--- src/rtl/rgmii_ddr_tx_serializer_pkg.sv ---
`default_nettype none
// ============================================================================
// Module : rgmii_tx_pkg
// Brief  : Shared state encodings and control helpers for the RGMII TX DDR path
// Rev    : 1.0  initial release
// ============================================================================
package rgmii_tx_pkg;

    localparam logic [1:0] ST_IDLE = 2'd0;
    localparam logic [1:0] ST_LO   = 2'd1;
    localparam logic [1:0] ST_HI   = 2'd2;

    localparam logic CTL_IDLE = 1'b0;

    // RGMII carries TX_ER encoded as EN^ER on the falling half of TX_CTL
    function automatic logic ctl_fall(input logic en, input logic er);
        return en ^ er;
    endfunction

endpackage
`default_nettype wire

--- src/rtl/rgmii_ddr_tx_serializer_lane_bank.sv ---
`default_nettype none
// ============================================================================
// Module : ddr_out_lane_bank
// Brief  : Posedge rise/fall staging, negedge fall retime and clock-phase mux
// Rev    : 1.0  initial release
// ============================================================================
module ddr_out_lane_bank #(
    parameter int               WIDTH   = 5,
    parameter logic [WIDTH-1:0] RST_VAL = '0
) (
    input  logic             clk,
    input  logic             rst,
    input  logic             i_ce,
    input  logic [WIDTH-1:0] i_rise,
    input  logic [WIDTH-1:0] i_fall,
    output logic [WIDTH-1:0] o_q
);

    logic [WIDTH-1:0] r_rise_q;
    logic [WIDTH-1:0] r_fall_stage;
    logic [WIDTH-1:0] r_fall_q;

    always_ff @(posedge clk) begin
        if (rst) begin
            r_rise_q     <= RST_VAL;
            r_fall_stage <= RST_VAL;
        end else if (i_ce) begin
            r_rise_q     <= i_rise;
            r_fall_stage <= i_fall;
        end
    end

    // Negedge only retimes the staged value, so it never samples live inputs
    always_ff @(negedge clk) begin
        r_fall_q <= r_fall_stage;
    end

    assign o_q = clk ? r_rise_q : r_fall_q;

endmodule
`default_nettype wire

--- src/rtl/rgmii_ddr_tx_serializer.sv ---
`default_nettype none
// ============================================================================
// Module : rgmii_ddr_tx_serializer
// Brief  : Multi-lane RGMII TX DDR stage with 1G / 10-100 modes and underrun tracking
// Rev    : 1.0  initial release
// ============================================================================
module rgmii_ddr_tx_serializer
    import rgmii_tx_pkg::*;
#(
    parameter int   LANES = 4,
    parameter logic INIT  = 1'b0,
    parameter int   CNT_W = 16
) (
    input  logic               C,
    input  logic               R,
    input  logic               CE,
    input  logic               spd_1g,
    input  logic               in_valid,
    output logic               in_ready,
    input  logic [2*LANES-1:0] in_d,
    input  logic               in_en,
    input  logic               in_er,
    output logic [LANES-1:0]   Q,
    output logic               Q_CTL,
    output logic               underrun,
    output logic [CNT_W-1:0]   underrun_cnt
);

    localparam logic [LANES:0] c_idle_slot = {CTL_IDLE, {LANES{INIT}}};

    logic               r_mode;
    logic [1:0]         r_state;
    logic [2*LANES-1:0] r_hold_d;
    logic               r_hold_en;
    logic               r_hold_er;
    logic               r_hold_vld;
    logic               r_last_en;
    logic               r_urun_pend;
    logic               r_underrun;
    logic [CNT_W-1:0]   r_cnt;

    logic               w_open;
    logic               w_accept;
    logic               w_miss;
    logic               w_mode_upd;
    logic               w_mode_nxt;
    logic [1:0]         w_state_nxt;
    logic [LANES-1:0]   w_lo;
    logic [LANES-1:0]   w_hi;
    logic               w_cr;
    logic               w_cf;
    logic [LANES:0]     w_rise;
    logic [LANES:0]     w_fall;
    logic [LANES:0]     w_q;

    // A slot is open whenever the next output word could come from the input
    assign w_open     = r_mode | (r_state != ST_LO);
    assign in_ready   = CE & ~R & w_open;
    assign w_accept   = in_valid & in_ready;
    assign w_miss     = CE & ~R & w_open & ~in_valid & r_last_en;
    assign w_mode_upd = r_mode ? ~r_last_en : (r_state == ST_IDLE);
    assign w_mode_nxt = w_mode_upd ? spd_1g : r_mode;

    assign w_lo = r_hold_d[LANES-1:0];
    assign w_hi = r_hold_d[2*LANES-1:LANES];
    assign w_cr = r_hold_en;
    assign w_cf = ctl_fall(r_hold_en, r_hold_er);

    always_comb begin
        w_rise = c_idle_slot;
        w_fall = c_idle_slot;
        if (r_mode) begin
            if (r_hold_vld) begin
                w_rise = {w_cr, w_lo};
                w_fall = {w_cf, w_hi};
            end
        end else begin
            case (r_state)
                ST_LO: begin
                    w_rise = {w_cr, w_lo};
                    w_fall = {w_cf, w_lo};
                end
                ST_HI: begin
                    w_rise = {w_cr, w_hi};
                    w_fall = {w_cf, w_hi};
                end
                default: ;
            endcase
        end
    end

    // The FSM only runs in 10/100; a word accepted on a 1G->10/100 switch starts in LO
    always_comb begin
        w_state_nxt = ST_IDLE;
        if (!w_mode_nxt) begin
            if (!r_mode && (r_state == ST_LO)) begin
                w_state_nxt = ST_HI;
            end else if (w_accept) begin
                w_state_nxt = ST_LO;
            end
        end
    end

    always_ff @(posedge C) begin
        if (R) begin
            r_mode      <= spd_1g;
            r_state     <= ST_IDLE;
            r_hold_d    <= '0;
            r_hold_en   <= 1'b0;
            r_hold_er   <= 1'b0;
            r_hold_vld  <= 1'b0;
            r_last_en   <= 1'b0;
            r_urun_pend <= 1'b0;
            r_underrun  <= 1'b0;
            r_cnt       <= '0;
        end else if (!CE) begin
            r_underrun <= 1'b0;
        end else begin
            r_mode     <= w_mode_nxt;
            r_state    <= w_state_nxt;
            r_hold_vld <= w_accept;
            if (w_accept) begin
                r_hold_d  <= in_d;
                r_hold_en <= in_en;
                r_hold_er <= in_er;
                r_last_en <= in_en;
            end else if (w_open) begin
                r_last_en <= 1'b0;
            end
            // Delay the flag one stage so it lines up with the idle slot on Q
            r_urun_pend <= w_miss;
            r_underrun  <= r_urun_pend;
            if (r_urun_pend && (r_cnt != '1)) begin
                r_cnt <= r_cnt + 1'b1;
            end
        end
    end

    ddr_out_lane_bank #(
        .WIDTH   (LANES + 1),
        .RST_VAL (c_idle_slot)
    ) u_lane_bank (
        .clk    (C),
        .rst    (R),
        .i_ce   (CE),
        .i_rise (w_rise),
        .i_fall (w_fall),
        .o_q    (w_q)
    );

    assign Q            = w_q[LANES-1:0];
    assign Q_CTL        = w_q[LANES];
    assign underrun     = r_underrun;
    assign underrun_cnt = r_cnt;

endmodule
`default_nettype wire

--- config.mk ---
export PLATFORM = sky130hd
export DESIGN_NAME = rgmii_ddr_tx_serializer
export DESIGN_NICKNAME = d
export VERILOG_FILES = /design/src/rtl/rgmii_ddr_tx_serializer_pkg.sv /design/src/rtl/rgmii_ddr_tx_serializer_lane_bank.sv /design/src/rtl/rgmii_ddr_tx_serializer.sv
export SDC_FILE = /design/constraint.sdc
export NUM_CORES = 1
export LEC_CHECK = 0
export ABC_AREA = 0
export ABC_CLOCK_PERIOD_IN_PS = 2000
export BUFFER_PORTS_ARGS = -buffer_cell sky130_fd_sc_hd__buf_2
export CORE_MARGIN = 1.5
export CORE_UTILIZATION = 35
export DETAILED_ROUTE_END_ITERATION = 8
export PLACE_DENSITY = 0.6
export SETUP_SLACK_MARGIN = 0.3
export SLEW_MARGIN = 20
export SYNTH_ARGS = -nofsm -noshare
export SYNTH_HDL_FRONTEND = slang
export SYNTH_SLANG_ARGS = --single-unit
--- constraint.sdc ---
create_clock -name C -period 2 [get_ports C]
set_input_delay 0.4 -clock C [delete_from_list [all_inputs] [get_ports C]]
set_output_delay 0.4 -clock C [all_outputs]
set_load 0.005 [all_outputs]
==> results.ini <==
[layout]
mostFrequentLayoutCell = sky130_fd_sc_hd__dfxtp_1
area_delta_synth_final_pct = 31.3
num-nets-final = 307
drive_gt1_share_pct = 33.1
finalNonFillerCells = 362
util_after_layout_pct = 48.7
final_cell_mix = sky130_fd_sc_hd__dfxtp_1, sky130_fd_sc_hd__buf_2, sky130_fd_sc_hd__nor2_1
antenna_cells_inserted = 0

[synthesis]
synth_area_per_cell_sq_um = 9.08
yosys-mux-area-fraction_pct = 9.63
mappedNetlistArea_sq_um = 2080
largest_family_of_logic_cells_by_synthesized_area = simple AND/OR/NAND/NOR gates
post_synth_fa_ha_maj_area_fraction_pct = 2.41
synth.area.top_cells = sky130_fd_sc_hd__dfxtp_1, sky130_fd_sc_hd__a21oi_1, sky130_fd_sc_hd__mux2i_1
register_bit_total_from_synthesis = 48
synth_compound_area_share_pct = 16.2
synth_largest_type_area_fraction_pct = 45.2
yosysTopAreaCell = sky130_fd_sc_hd__dfxtp_1
yosys_warnings = 0
yosysSeqAreaShare_pct = 46.7
number_of_distinct_library_cells_after_synthesis = 37
synthSimpleGateAreaFrac_pct = 20.6
synthesis.instances = 229
synth-xor-area-share_pct = 0.421
mappedNetlistNets = 248

[timing]
unrepaired_setup_endpoints_after_global_routing = yes
timing_hold_violations_final = 0
timing.final.ws_setup_ns = -0.558
worst_slew_margin_rel_pct = 69.4
worst-slew-pin-transition_ns = 0.459
clock-skew-final_ns = 0.0677
tns_ns = -2.71
setup_viol_count_final = 5
maxSlewViolCount = 0

[critical_path]
worst_path_largest_cell_delay_ns = 0.29
timing.critical_path.to_type = output pin
critical_path_required_ns = 1.60
critPathSlowestCell = sky130_fd_sc_hd__dfxtp_1
crit_fanout = 1
endpoint_arrival_time_on_the_critical_path_ns = 2.16
timing_worst_setup_path_type = flop to output pin
setup.worst_path.start_class = flop
crit_path_cell_trace = mux2_4 -> buf_6

[outcome]
status = finished with violations
failed_checks = setup timing

[clocking]
quantity_of_hold_fixing_buffers_added_after_cts = 0
clk_pin_slew_ns = 0.09
tritoncts = yes
worstSkewPairLatency_ns = 0.47

[global_routing]
grt_use_total_pct = 16.0
global_route_wire_length_before_repair_mm = 7.82
grt-ovfl-total = 0
vias_in_the_first_global_route = 1713
grt_start_max_net_pins = 42
grt_antenna_before_repair = 0

[floorplanning]
placeableCoreArea_sq_um = 5610
die_area_sq_um = 6410
rows = 27
die_h_um = 80.1
initial_utilization_pct = 37.1
fp.dieW_um = 80.1
io-pin-count = 38

[power]
irDropWorstVdd_v = 0.000340
leakage_nw = 1.18
p_per_area_nw_per_um2 = 761

[route]
vias = 1872
post_drt_via_cell_ratio = 5.17
postRouteAntennaNets = 0
drt_first_iter_violations = 137
routed_wire_length_per_instance_um = 13.3
detailedRoute.firstPassIterationCount = 4
detail_route.wirelength_mm = 4.82
drc = 0

[placed_design]
gp_congestion = 0.715
placed_cell_count = 334
dp.final_hpwl_mm = 3.20
port_buffers = 37

[flow_run]
maxCapViolations = 0

[worst_hold_path]
worst_hold_check_path_type = input port to flop

area by class of cell:
class	instances	area [sq um]
Clock buffer	14	168
Clock inverter	9	38.8
Fill cell	583	2880
Inverter	10	37.5
Multi-Input combinational cell	160	1110
Sequential cell	48	988
Tap cell	72	90.1
Timing Repair Buffer	49	294
power by group:
part	total [W]	switching (W)	leakage (nW)	internal, W
registers	0.000995	0.0000143	0.397	0.000980
clock network	0.000978	0.000460	0.164	0.000518
logic	0.000107	0.0000608	0.621	0.0000465
registers in the layout, summed over array words and instances (netlist names):
name	flops
underrun_cnt	16
r_hold_d	8
u_lane_bank.r_fall_q	5
u_lane_bank.r_fall_stage	5
u_lane_bank.r_rise_q	5
r_state	2
r_hold_en	1
r_hold_er	1
r_hold_vld	1
r_last_en	1
r_mode	1
r_urun_pend	1
underrun	1
final timing paths:
path	cells past startpoint	end	slack [ns]	startpoint
worst max-delay path	2	Q_CTL	-0.56	u_lane_bank.r_fall_q[4]$_DFF_N_
worst min-delay path	3	r_hold_d[5]$_SDFFE_PP0P_	0.22	in_d[5]
worst max register to register	5	underrun_cnt[10]$_SDFFE_PP0P_	0.35	underrun_cnt[0]$_SDFFE_PP0P_
worst min register to register	2	r_hold_vld$_SDFFE_PP0P_	0.44	r_hold_vld$_SDFFE_PP0P_
timing repair:
item / CTS / global route
resized for setup: 13 / 18
pin swaps: 3 / 7
endpoints found under the setup margin: 12 / 18
buffers inserted: 5 / 6
cell families (layout without fill, tap and decap cells):
kind of cell | count (synthesis) | in the layout
AO/OA/AOI/OAI | 54 | 54
XOR/XNOR | 1 | 1
adder cells (fa/ha/maj) | 4 | 4
multiplexers | 19 | 19
AND/OR/NAND/NOR | 82 | 82
flip-flops | 48 | 48
buffers and inverters | 21 | 82
synthesized netlist by cell type (all sizes together):
| library cell | count |
|---|---|
| mux2 | 8 |
| a211oi | 1 |
| nand3 | 5 |
| o31ai | 6 |
| nor2b | 4 |
| a21oi | 23 |
| a22oi | 4 |
| clkbuf | 5 |
| mux2i | 11 |
| nand2b | 2 |
| xor2 | 1 |
| o22ai | 2 |
| ha | 4 |
| inv | 11 |
| edfxtp | 1 |
| nand2 | 12 |
| nand4 | 6 |
| o21bai | 1 |
| o311ai | 2 |
| o21ai | 9 |
| or3 | 4 |
| or4 | 6 |
| and2 | 2 |
| a32o | 3 |
| nor2 | 27 |
| and4 | 3 |
| nor4 | 1 |
| o41ai | 3 |
| buf | 5 |
| dfxtp | 47 |
| nor3 | 10 |
stage by stage:
step	hold WS [ns]	worst slack, ns	total power, W	area [sq um]
after global placement	0.424	-0.0311	0.00121	2380
final	0.218	-0.558	0.00208	2730
after floorplan	0.415	0.0724	0.00120	2100
after global routing	0.212	-0.613	0.00220	2730
after CTS	0.214	-0.572	0.00209	2630
after detailed placement	0.433	-0.0414	0.00121	2380
critical path, delay by kind of cell (launching register included):
| kind | cells | cell delay, ns |
|---|---|---|
| buffers and inverters | 1 | 0.12 |
| muxes | 1 | 0.28 |
| DFF | 1 | 0.29 |
per-layer routing:
| metal | vias to the layer above | track usage (%) | routed length [um] |
|---|---|---|---|
| met1 | 868 | 21.1 | 2290 |
| met5 | - | 0 | 0 |
| met2 | 42 | 22.1 | 2160 |
| li1 | 951 | - | - |
| met4 | 0 | 8.97 | 104 |
| met3 | 11 | 6.25 | 274 |
No activity file was read; power rests on OpenSTA's default activity.
